==> src/rtl/fpga_cfg_pkg.sv <==
// Shared configuration constants for the option-pricer FPGA build.
// Holds the parameter word width, CSR framing bytes, register indices and
// the command-decoder state encoding. The PC-side driver mirrors these values.
package fpga_cfg_pkg;

    localparam int FP_WIDTH = 32;

    // Host framing bytes
    localparam logic [7:0] SYNC_BYTE = 8'hA5;
    localparam logic [7:0] ACK_BYTE  = 8'h06;
    localparam logic [7:0] NAK_BYTE  = 8'h15;

    // Register indices (ADDR[6:0])
    localparam logic [6:0] IDX_S0     = 7'h00;
    localparam logic [6:0] IDX_R      = 7'h01;
    localparam logic [6:0] IDX_SIGMA  = 7'h02;
    localparam logic [6:0] IDX_T      = 7'h03;
    localparam logic [6:0] IDX_STRIKE = 7'h04;
    localparam logic [6:0] IDX_DISC   = 7'h05;
    localparam logic [6:0] IDX_NPATHS = 7'h06;
    localparam logic [6:0] IDX_SEED   = 7'h07;
    localparam logic [6:0] IDX_CMD    = 7'h0F;
    localparam int         NUM_PARAMS = 8;

    typedef enum logic [2:0] {
        CSR_HUNT,
        CSR_ADDR,
        CSR_DATA,
        CSR_CHK,
        CSR_RESP
    } csr_state_t;

endpackage

==> src/rtl/param_csr_decoder.sv <==
// Framed-command decoder: parses SYNC/ADDR/data/CHK frames from the UART
// bridge into the pricing parameter registers and issues the run strobe.
// Ports: clk/rst; rx_* byte sink (registered rx_ready); tx_* response source;
// busy from the datapath; parameter register outputs; start and frame_err pulses.
// Latency: writes, start and the first response byte appear the cycle after
// the CHK byte is accepted. Backpressure: rx_ready is low while a response is
// pending; tx_data holds until tx_ready.
module param_csr_decoder
    import fpga_cfg_pkg::*;
#(
    parameter int WIDTH       = FP_WIDTH,
    parameter int TIMEOUT_CYC = 100000
) (
    input  logic             clk,
    input  logic             rst,
    input  logic             rx_valid,
    input  logic [7:0]       rx_data,
    output logic             rx_ready,
    output logic             tx_valid,
    output logic [7:0]       tx_data,
    input  logic             tx_ready,
    input  logic             busy,
    output logic [WIDTH-1:0] s0,
    output logic [WIDTH-1:0] r,
    output logic [WIDTH-1:0] sigma,
    output logic [WIDTH-1:0] t,
    output logic [WIDTH-1:0] strike,
    output logic [WIDTH-1:0] disc,
    output logic [WIDTH-1:0] n_paths,
    output logic [WIDTH-1:0] seed,
    output logic             start,
    output logic             frame_err
);

    localparam int NB  = WIDTH / 8;
    localparam int BCW = $clog2(NB + 1);
    localparam int TCW = $clog2(TIMEOUT_CYC + 1);

    csr_state_t       state_q;
    logic             rx_ready_q;
    logic             tx_valid_q;
    logic [7:0]       tx_data_q;
    logic             start_q;
    logic             ferr_q;
    logic [7:0]       addr_q;
    logic [WIDTH-1:0] data_q;
    logic [7:0]       chk_q;
    logic [BCW-1:0]   bcnt_q;
    logic [BCW-1:0]   remain_q;     // read-data bytes still to send after current one
    logic [WIDTH-1:0] rd_q;         // read shadow, shifted out MSB first
    logic [TCW-1:0]   idle_q;
    logic [WIDTH-1:0] regs_q [NUM_PARAMS];

    logic       rx_acc;
    logic       tx_acc;
    logic       in_frame;
    logic       timeout;
    logic [6:0] idx;
    logic       is_param;
    logic       wr_en_d;
    logic       rd_en_d;
    logic       start_d;
    logic       ferr_d;
    logic [7:0] resp_d;

    assign rx_acc   = rx_valid && rx_ready_q;
    assign tx_acc   = tx_valid_q && tx_ready;
    assign in_frame = (state_q == CSR_ADDR) || (state_q == CSR_DATA) || (state_q == CSR_CHK);
    assign timeout  = in_frame && !rx_acc && (idle_q == TCW'(TIMEOUT_CYC - 1));
    assign idx      = addr_q[6:0];
    assign is_param = idx < 7'(NUM_PARAMS);

    // Frame verdict, only consumed when the CHK byte is accepted.
    always_comb begin
        wr_en_d = 1'b0;
        rd_en_d = 1'b0;
        start_d = 1'b0;
        ferr_d  = 1'b0;
        resp_d  = NAK_BYTE;
        if (rx_data != chk_q) begin
            ferr_d = 1'b1;
        end else if (addr_q[7]) begin
            if (is_param) begin
                rd_en_d = 1'b1;
                resp_d  = ACK_BYTE;
            end
        end else if (is_param) begin
            // Parameters are frozen while a run is in progress.
            if (!busy) begin
                wr_en_d = 1'b1;
                resp_d  = ACK_BYTE;
            end
        end else if (idx == IDX_CMD) begin
            if (data_q[0] && !busy && (regs_q[3'(IDX_NPATHS)] != '0)) begin
                start_d = 1'b1;
                resp_d  = ACK_BYTE;
            end
        end
    end

    always_ff @(posedge clk or posedge rst) begin
        if (rst) begin
            state_q    <= CSR_HUNT;
            rx_ready_q <= 1'b0;
            tx_valid_q <= 1'b0;
            tx_data_q  <= 8'h00;
            start_q    <= 1'b0;
            ferr_q     <= 1'b0;
            addr_q     <= 8'h00;
            data_q     <= '0;
            chk_q      <= 8'h00;
            bcnt_q     <= '0;
            remain_q   <= '0;
            rd_q       <= '0;
            idle_q     <= '0;
            for (int i = 0; i < NUM_PARAMS; i++) regs_q[i] <= '0;
        end else begin
            start_q <= 1'b0;
            ferr_q  <= 1'b0;

            if (in_frame && !rx_acc && !timeout) idle_q <= idle_q + 1'b1;
            else                                 idle_q <= '0;

            if (timeout) begin
                // Partial frame abandoned silently apart from the error pulse.
                state_q    <= CSR_HUNT;
                rx_ready_q <= 1'b1;
                ferr_q     <= 1'b1;
            end else begin
                case (state_q)
                    CSR_HUNT: begin
                        rx_ready_q <= 1'b1;
                        if (rx_acc && rx_data == SYNC_BYTE) state_q <= CSR_ADDR;
                    end
                    CSR_ADDR: if (rx_acc) begin
                        addr_q  <= rx_data;
                        chk_q   <= rx_data;
                        bcnt_q  <= '0;
                        state_q <= CSR_DATA;
                    end
                    CSR_DATA: if (rx_acc) begin
                        // SYNC here is plain data: no resync inside a frame.
                        data_q <= (data_q << 8) | WIDTH'(rx_data);
                        chk_q  <= chk_q ^ rx_data;
                        if (bcnt_q == BCW'(NB - 1)) state_q <= CSR_CHK;
                        else                        bcnt_q  <= bcnt_q + 1'b1;
                    end
                    CSR_CHK: if (rx_acc) begin
                        if (wr_en_d) regs_q[idx[2:0]] <= data_q;
                        start_q    <= start_d;
                        ferr_q     <= ferr_d;
                        rd_q       <= regs_q[idx[2:0]];
                        remain_q   <= rd_en_d ? BCW'(NB) : '0;
                        tx_data_q  <= resp_d;
                        tx_valid_q <= 1'b1;
                        rx_ready_q <= 1'b0;
                        state_q    <= CSR_RESP;
                    end
                    CSR_RESP: if (tx_acc) begin
                        if (remain_q == '0) begin
                            tx_valid_q <= 1'b0;
                            rx_ready_q <= 1'b1;
                            state_q    <= CSR_HUNT;
                        end else begin
                            tx_data_q <= rd_q[WIDTH-1 -: 8];
                            rd_q      <= rd_q << 8;
                            remain_q  <= remain_q - 1'b1;
                        end
                    end
                    default: begin
                        state_q    <= CSR_HUNT;
                        rx_ready_q <= 1'b1;
                        tx_valid_q <= 1'b0;
                    end
                endcase
            end
        end
    end

    assign rx_ready  = rx_ready_q;
    assign tx_valid  = tx_valid_q;
    assign tx_data   = tx_data_q;
    assign start     = start_q;
    assign frame_err = ferr_q;
    assign s0        = regs_q[3'(IDX_S0)];
    assign r         = regs_q[3'(IDX_R)];
    assign sigma     = regs_q[3'(IDX_SIGMA)];
    assign t         = regs_q[3'(IDX_T)];
    assign strike    = regs_q[3'(IDX_STRIKE)];
    assign disc      = regs_q[3'(IDX_DISC)];
    assign n_paths   = regs_q[3'(IDX_NPATHS)];
    assign seed      = regs_q[3'(IDX_SEED)];

endmodule

==> config.mk <==
export PLATFORM = sky130hd
export DESIGN_NAME = param_csr_decoder
export DESIGN_NICKNAME = d
export VERILOG_FILES = /design/src/rtl/fpga_cfg_pkg.sv /design/src/rtl/param_csr_decoder.sv
export SDC_FILE = /design/constraint.sdc
export NUM_CORES = 1
export LEC_CHECK = 0
export CORE_MARGIN = 2
export CORE_UTILIZATION = 35
export CTS_BUF_LIST = sky130_fd_sc_hd__clkbuf_16
export DETAILED_ROUTE_END_ITERATION = 12
export HOLD_SLACK_MARGIN = 0.02
export PLACE_DENSITY = 0.53
export SKIP_LAST_GASP = 1
export SLEW_MARGIN = 30
export SYNTH_ARGS = -nofsm -noshare
export SYNTH_HDL_FRONTEND = slang
export SYNTH_SLANG_ARGS = --single-unit
==> constraint.sdc <==
create_clock -name clk -period 14.17 [get_ports clk]
set_input_delay 1.417 -clock clk [delete_from_list [all_inputs] [get_ports clk]]
set_output_delay 1.417 -clock clk [all_outputs]
set_load 0.01 [all_outputs]
# Yosys cells after proc, flatten, opt, wreduce, memory -nomap -nowiden
# Index checks and enable logic that the tools add are counted.
[totals]
register_bits = 374
out_inout_bits = 268
word_cells = 157
[classes]
addsub = 3
order_cmp = 3
n_eq_ne = 24
muxes = 71
n_bitwise = 5
reduce_logical = 30
[op_table]
columns = ["cell", "n"]
rows = [
  ["$bwmux W256", 1],
  ["$mux W32", 6],
  ["$bmux W32 S3", 1],
  ["$demux W32 S3", 1],
  ["$mux W8", 8],
  ["$pmux W32 S2", 1],
  ["$mux W3", 15],
  ["$or A32 B8 Y32", 1],
  ["$pmux W8 S2", 2],
  ["$reduce_bool A32 Y1", 1],
  ["$mux W1", 26],
  ["$mux W5", 4],
  ["$ne A3 B3 Y1 const B", 6],
  ["$add A17 B1 Y17 const B", 1],
  ["$eq A17 B17 Y1 const B", 1],
  ["$mux W17", 1],
  ["$pmux W3 S5", 1],
  ["$reduce_and A5 Y1", 3],
  ["$ne A2 B2 Y1 const B", 7],
  ["$pmux W3 S2", 2],
  ["$reduce_and A4 Y1", 3],
  ["$eq A3 B2 Y1 const B", 3],
  ["$logic_and A1 B1 Y1", 9],
  ["$eq A8 B8 Y1 const B", 1],
  ["other kinds (23)", 31],
]

# Depth between registers and ports, before layout
# Gate-level depths: netlist (run 1).
[depth]
depth_word = 11
ltp_mapped = 9
mapped_depth_nobuf = 7

# Least setup slack after synthesis (run 1)
# No wires, ideal clock.
[synth_path]
path_kind = "input -> register"
startpoint = "input rx_data[6]"
endpoint = "register regs_q, in the netlist s0[20]"
arrival_ps = 2987
path_slack_ps = 11058
stages = 8
n_path_buf = 3
path_cell_list = "xor2_1 nor4_1 and2_1 buf_2 and4_1 buf_2 buf_2 mux2_2"
[synth_via]
elab_chain_cells = 3
[synth_rtl]
columns = ["item", "line", "rtl"]
rows = [
  ["start: declaration", "param_csr_decoder.sv:17", "input logic [7:0] rx_data,"],
  ["$ne A8 B8 Y1", "param_csr_decoder.sv:80", "if (rx_data != chk_q) begin"],
  ["$mux W1", "param_csr_decoder.sv:80", ""],
  ["$reduce_and A4 Y1 (no source line)", "--", ""],
  ["end signal: indexed assignment", "param_csr_decoder.sv:149", "if (wr_en_d) regs_q[idx[2:0]] <= data_q;"],
  ["end: declaration", "param_csr_decoder.sv:52", "logic [WIDTH-1:0] regs_q [NUM_PARAMS];"],
]
# No other way between the ends.
# A chain may end at the register's enable or synchronous reset.

# Final worst setup path (run 1)
[layout_path]
startpoint = "input rx_data[4]"
endpoint = "register regs_q, in the netlist s0[14]"
# The elaborated chain is that of the path after synthesis.

==> metrics.cfg, run 1 <==
[routing]
wire_per_inst_um=24.30
highest_layer=met4
routed_via_density=5.221
wl_met2_um=25160
wl_met3_um=2681
m1WireLength_um=23890
wl_um=52600
num_vias=11300
drtAntennaViolNets=0
detail_route.drc_violations=0
drt-initial-drc-count=596
firstDrtPassIters=5

[clock_network]
cts_root_buf=clkbuf_16
cts_setup_buffers=0
cts_tree=done
cts-resized-gates=0
cts_hold_buf=0
h-tree-depth=2
worstSkewPairLatency_ns=0.56
cts.path.max_buffers=3
cts.clk_slew.worst_paths_ns=0.06
clkSinkCount=374
cts_made_buffers=43

[global_route]
antenna_found_initial=0
grt_pass1_wl_um=78800
overflow=0
grt_pass1_vias=11820
grt_usage_pct=21.25
grt_max_degree=166

[placement]
io_buffers=280
dpl-instance-area_sq_um=20080
gp_congestion=0.7715
dpl.hpwl_um=34360

[yosys]
avgSynthCellArea_sq_um=13.11
syn-num-nets=1296
synth-edff-count=0
yosys_register_bits=374
synth_cells=1278
synth_area_sq_um=16760
async_flop_share_pct=100.0
ys_types=46
ys_seq_area_share_pct=55.85
ys_warn_count=0
synth-main-ff-cell=dfrtp_1

[sta]
final_hold_viol_count=0
min_period_over_period_pct=29.15
slew_headroom_pct=49.25
fin_tns_setup_ns=0
finalSetupViolations=0
fmax_ghz=0.2421
finClkSkew_ns=0.01898
min_period_ns=4.131
rsz0062_at_grt=no
tightest_slew_ns=0.7612
slew_viol_final=0

[floorplanning]
dieArea_sq_um=49640
ios=281
rows=80
die_h_um=222.8
core-area_sq_um=47550
die_x_um=222.8
start_util_pct=35.24

[finish]
nNetsFinal=1538
area_growth_pct=27.64
antenna_cells=0
layout_common_cells=dfrtp_1, clkdlybuf4s50_1, mux2_2
final_cell_area_sq_um=21390
layout-drive-gt1-share_pct=26.97
nFillCells=4369
layout_commonest_cell=dfrtp_1

[worst_setup_path]
critPathMaxFanout=17
slowest_delay_ns=0.68
crit_chain=clkdlybuf4s50_1 -> xor2_1 -> nor4_1 -> and2_1 -> and4_2 -> buf_4 -> mux2_2
crit_required_ns=14.61
worstSetupPathType=input port to flip-flop
critPathCaptureType=flip-flop
crit_slowest_cell=and4_2
worst_setup_path_start_kind=input port
cp.arrival_ns=4.57

[worst_hold_path]
hp-class=flip-flop to flip-flop

[pwr]
pwr_density_cell_nw_per_um2=136.0
p_leak_nw=9.956
vdd_drop_max_uv=71.68
p_total_mw=2.909

[status]
status=completed

[job]
drv_cap=0

-- per-stage QoR --
stage	instances	hold WS (ns)	setup WS, ns	util [%]
3_3_place_gp	2089	0.4531	9.497	42.22
6_report	2165	0.4722	10.04	44.99
5_1_grt	2165	0.4999	9.808	44.99
2_1_floorplan	1278	0.4447	2.366	-
3_5_place_dp	2089	0.4674	9.426	42.24
4_1_cts	2164	0.4799	10.01	44.90
-- logic make-up after synthesis --
family                   Yosys count  share of synthesized area (%)
multiplexers                     359                          28.19
AO/OA/AOI/OAI                    105                          3.390
flip-flops                       374                          55.85
AND/OR/NAND/NOR                  304                          8.154
XOR/XNOR                          23                          1.202
adder cells (fa/ha/maj)            5                         0.3733
buffers and inverters            108                          2.845
-- worst paths after layout --
kind / from / endpoint / slack, ns / cells past startpoint
worst max-delay path: rx_data[4] / s0[14]$_DFFE_PP0P_ / 10.04 / 7
worst min-delay path: rd_q[20]$_DFFE_PP0P_ / rd_q[20]$_DFFE_PP0P_ / 0.47 / 2
worst max register to register: addr_q[1]$_DFFE_PP0P_ / n_paths[30]$_DFFE_PP0P_ / 10.95 / 6
worst min register to register: rd_q[20]$_DFFE_PP0P_ / rd_q[20]$_DFFE_PP0P_ / 0.47 / 2
max in group asynchronous: rst / n_paths[3]$_DFFE_PP0P_ / 11.07 / 4
min in group asynchronous: rst / t[29]$_DFFE_PP0P_ / 1.35 / 2
-- state kept, by name, indices dropped and copies added, names as in the netlist, 8 cells and up --
signal   cells
strike      32
tx_data      8
idle_q      17
s0          32
r           32
rd_q        32
n_paths     32
disc        32
seed        32
data_q      32
chk_q        8
addr_q       8
sigma       32
t           32
-- critical path, delay by kind of cell --
family	cells	cell delay, ns
mux	1	0.38
xor+xnor	1	0.20
simple gates	3	1.61
buf+inv	2	0.93
-- area by class of cell --
cell class / count / area [sq um] / share of cell area [%]
inverter: 8 / 42.54 / 0.1989
clock buffer: 43 / 1076 / 5.031
clock inverter: 32 / 187.7 / 0.8774
multi-input combinational: 796 / 6975 / 32.61
timing repair buffer: 297 / 2970 / 13.89
tap: 615 / 769.5 / 3.598
sequential: 374 / 9368 / 43.80
-- Yosys cell counts (2+ instances only) --
cell type | n | area, sq um
a211o_1 | 2 | 17.52
a21o_1 | 2 | 15.01
a21oi_1 | 21 | 105.1
a31oi_1 | 2 | 12.51
and2_1 | 2 | 12.51
and3_1 | 5 | 31.28
and4_1 | 2 | 17.52
buf_1 | 9 | 33.78
buf_2 | 45 | 225.2
buf_6 | 2 | 22.52
clkbuf_1 | 44 | 165.2
dfrtp_1 | 374 | 9359
ha_1 | 5 | 62.56
inv_1 | 8 | 30.03
mux2_1 | 2 | 22.52
mux2_2 | 261 | 2939
mux2i_1 | 32 | 320.3
mux4_2 | 64 | 1441
nand2_1 | 183 | 686.9
nand2b_1 | 5 | 31.28
nand3_1 | 32 | 160.2
nand4_1 | 5 | 31.28
nor2_1 | 29 | 108.9
nor2b_1 | 2 | 12.51
nor3_1 | 9 | 45.04
nor4_1 | 16 | 100.1
nor4bb_1 | 2 | 20.02
o21ai_0 | 70 | 350.3
o32ai_1 | 2 | 17.52
or2_2 | 2 | 12.51
or3_1 | 3 | 18.77
xnor2_1 | 2 | 17.52
xor2_1 | 21 | 183.9
-- metal layers --
layer / vias to the layer above / track usage (%)
li1: 5044 / -
met1: 5962 / 29.21
met2: 251 / 34.35
met3: 46 / 4.734
met4: 0 / 5.044
met5: - / 0
-- power by group --
group | switching [mW] | leakage (nW) | internal [mW]
logic | 0.284 | 4.19 | 0.196
registers | 0.236 | 5.09 | 1.16
clock network | 0.446 | 0.672 | 0.583
total | 0.966 | 9.96 | 1.94
(Power assumes the default switching activity.)
==> run 2, diff against run 1 <==
==> constraint.sdc (replaced) <==
create_clock -name clk -period 4.08 [get_ports clk]
set_input_delay 0.408 -clock clk [delete_from_list [all_inputs] [get_ports clk]]
set_output_delay 0.408 -clock clk [all_outputs]
set_load 0.01 [all_outputs]
==> metrics.cfg, run 2 (synthesis results as in run 1) <==
[worst_setup_path]
reg2reg_from=state_q[2]$_DFFE_PP0P_
rrSetupSlack_ns=1.47  ; -9.48 ns
crit_required_ns=4.55  ; -10.06 ns
crit_chain=or3b_4 -> or3_4 -> and2_4 -> or3_1 -> o21ai_0
critPathMaxFanout=66  ; +49
worstSetupPathType=flip-flop to flip-flop
reg2reg_depth=5  ; -1
cp.arrival_ns=3.08  ; -1.49 ns
crit_slowest_cell=or3b_4
worst_setup_path_start_kind=flip-flop
slowest_delay_ns=0.67  ; about the same
critPathCaptureType=flip-flop
critPathTopFamily=simple AND/OR/NAND/NOR gates
reg2reg_to=remain_q[1]$_DFFE_PP0P_
critPathBufInv=0  ; -2

[routing]
m1WireLength_um=23780  ; -0.47%
num_vias=11430  ; +1.1%
wl_um=52350  ; -0.48%
wl_met2_um=24640  ; -2.1%
firstDrtPassIters=4  ; -1
highest_layer=met4
drtAntennaViolNets=0  ; unchanged
routed_via_density=5.257  ; +0.69%
detail_route.drc_violations=0  ; unchanged
wl_met3_um=2531  ; -5.6%
drt-initial-drc-count=727  ; +22%
wire_per_inst_um=24.08  ; -0.89%

[clock_network]
cts-resized-gates=0  ; unchanged
clkSinkCount=374  ; unchanged
cts_made_buffers=42  ; -2.3%
cts_hold_buf=0  ; unchanged
cts_tree=done
cts.path.max_buffers=3  ; unchanged
cts_setup_buffers=0  ; unchanged
cts_root_buf=clkbuf_16
cts.clk_slew.worst_paths_ns=0.06  ; about the same
worstSkewPairLatency_ns=0.57  ; about the same
h-tree-depth=2  ; unchanged

[sta]
slew_viol_final=0  ; unchanged
min_period_over_period_pct=64.04
final_hold_viol_count=0  ; unchanged
timing.hold.ws_ns=0.2450  ; -0.2272 ns
finalSetupViolations=0  ; unchanged
fin_ws_ns=1.467  ; -8.572 ns
finClkSkew_ns=0.01419  ; -0.004798 ns
rsz0062_at_grt=no
min_period_ns=2.613
slew_headroom_pct=39.09  ; -10 points
fmax_ghz=0.3827
tightest_slew_ns=0.9136  ; +0.1524 ns

[status]
status=completed

[finish]
antenna_cells=0  ; unchanged
layout-drive-gt1-share_pct=27.26  ; +0.29 points
multi_input_area_sq_um=6965  ; -0.14%
nNetsFinal=1552  ; +0.91%
layout_commonest_cell=dfrtp_1
layout_common_cells=dfrtp_1, clkdlybuf4s50_1, mux2_2
seq_area_sq_um=9368  ; unchanged
area_growth_pct=28.04
nFillCells=4374  ; +0.11%

[global_route]
grt_pass1_wl_um=78670  ; -0.16%
grt_usage_pct=21.18  ; -0.070 points
grt_pass1_vias=11890  ; +0.67%
antenna_found_initial=0  ; unchanged
grt_max_degree=112  ; -33%
overflow=0  ; unchanged

[worst_hold_path]
hp-class=input port to asynchronous set/reset pin

[floorplanning]
core-area_sq_um=47550  ; unchanged
die_x_um=222.8  ; unchanged
start_util_pct=35.24  ; unchanged
rows=80  ; unchanged
dieArea_sq_um=49640  ; unchanged
ios=281  ; unchanged
die_h_um=222.8  ; unchanged

[pwr]
vdd_drop_max_uv=290.4  ; +310%
p_leak_nw=10.01  ; +0.52%
pwr_density_cell_nw_per_um2=464.3  ; +240%

[placement]
dpl.hpwl_um=35920  ; +4.5%
dp_slack_ns=0.9796  ; -8.446 ns
io_buffers=280  ; unchanged
gp_congestion=0.7694  ; -0.27%

[job]
drv_cap=0  ; unchanged

[run 2: cell types whose count changed in the layout (fill, tap and decap cells not counted), sizes merged]
cell	previous run	this run
buf	17	32
clkinvlp	0	1
bufinv	2	1
inv	20	25
clkbuf	43	42
clkinv	18	8
[run 2: through the flow]
stage	power [mW]	TNS, ns	util [%]	std cells	instance area, sq um
final	9.963	0	45.13	2174	21460
after global routing	10.50	0	45.13	2174	21460
after CTS	10.10	0	45.12	2174	21450
after detailed placement	6.643	0	42.59	2105	20250
after global placement	6.624	0	42.59	2105	20250
after floorplan	5.902	-504.94	-	1278	16760
[run 2: worst max path at each step]
| stage | cells after the start | slack [ns] | endpoint | start |
|---|---|---|---|---|
| 3_3_place_gp | 7 | 0.94 | strike[5]$_DFFE_PP0P_ | rx_data[4] |
| 6_report | 5 | 1.47 | remain_q[1]$_DFFE_PP0P_ | state_q[2]$_DFFE_PP0P_ |
| 4_1_cts | 5 | 1.15 | remain_q[1]$_DFFE_PP0P_ | state_q[2]$_DFFE_PP0P_ |
| 2_1_floorplan | 1 | -1.35 | addr_q[0]$_DFFE_PP0P_ | rst |
| 3_5_place_dp | 7 | 0.98 | strike[1]$_DFFE_PP0P_ | rx_data[4] |
| 5_1_grt | 5 | 1.29 | remain_q[1]$_DFFE_PP0P_ | state_q[2]$_DFFE_PP0P_ |
[run 2: where the power goes]
| part | switching (mW) | internal (mW) | leakage, nW |
|---|---|---|---|
| clock network | 1.51 | 1.92 | 0.646 |
| logic | 0.798 | 0.715 | 4.27 |
| registers | 0.986 | 4.04 | 5.09 |
[run 2: area by class of cell]
| class | count | area share [%] |
|---|---|---|
| Timing Repair Buffer | 312 | 14.53 |
| Clock inverter | 27 | 0.7056 |
| Sequential cell | 374 | 43.66 |
| Multi-Input combinational cell | 796 | 32.46 |
| Inverter | 8 | 0.1574 |
| Clock buffer | 42 | 4.898 |
| Tap cell | 615 | 3.586 |
[run 2: per-layer routing]
layer | vias up | track usage [%]
met4 | 0 | 6.906
li1 | 5069 | -
met2 | 292 | 33.35
met3 | 72 | 4.179
met1 | 5995 | 29.48
met5 | - | 0
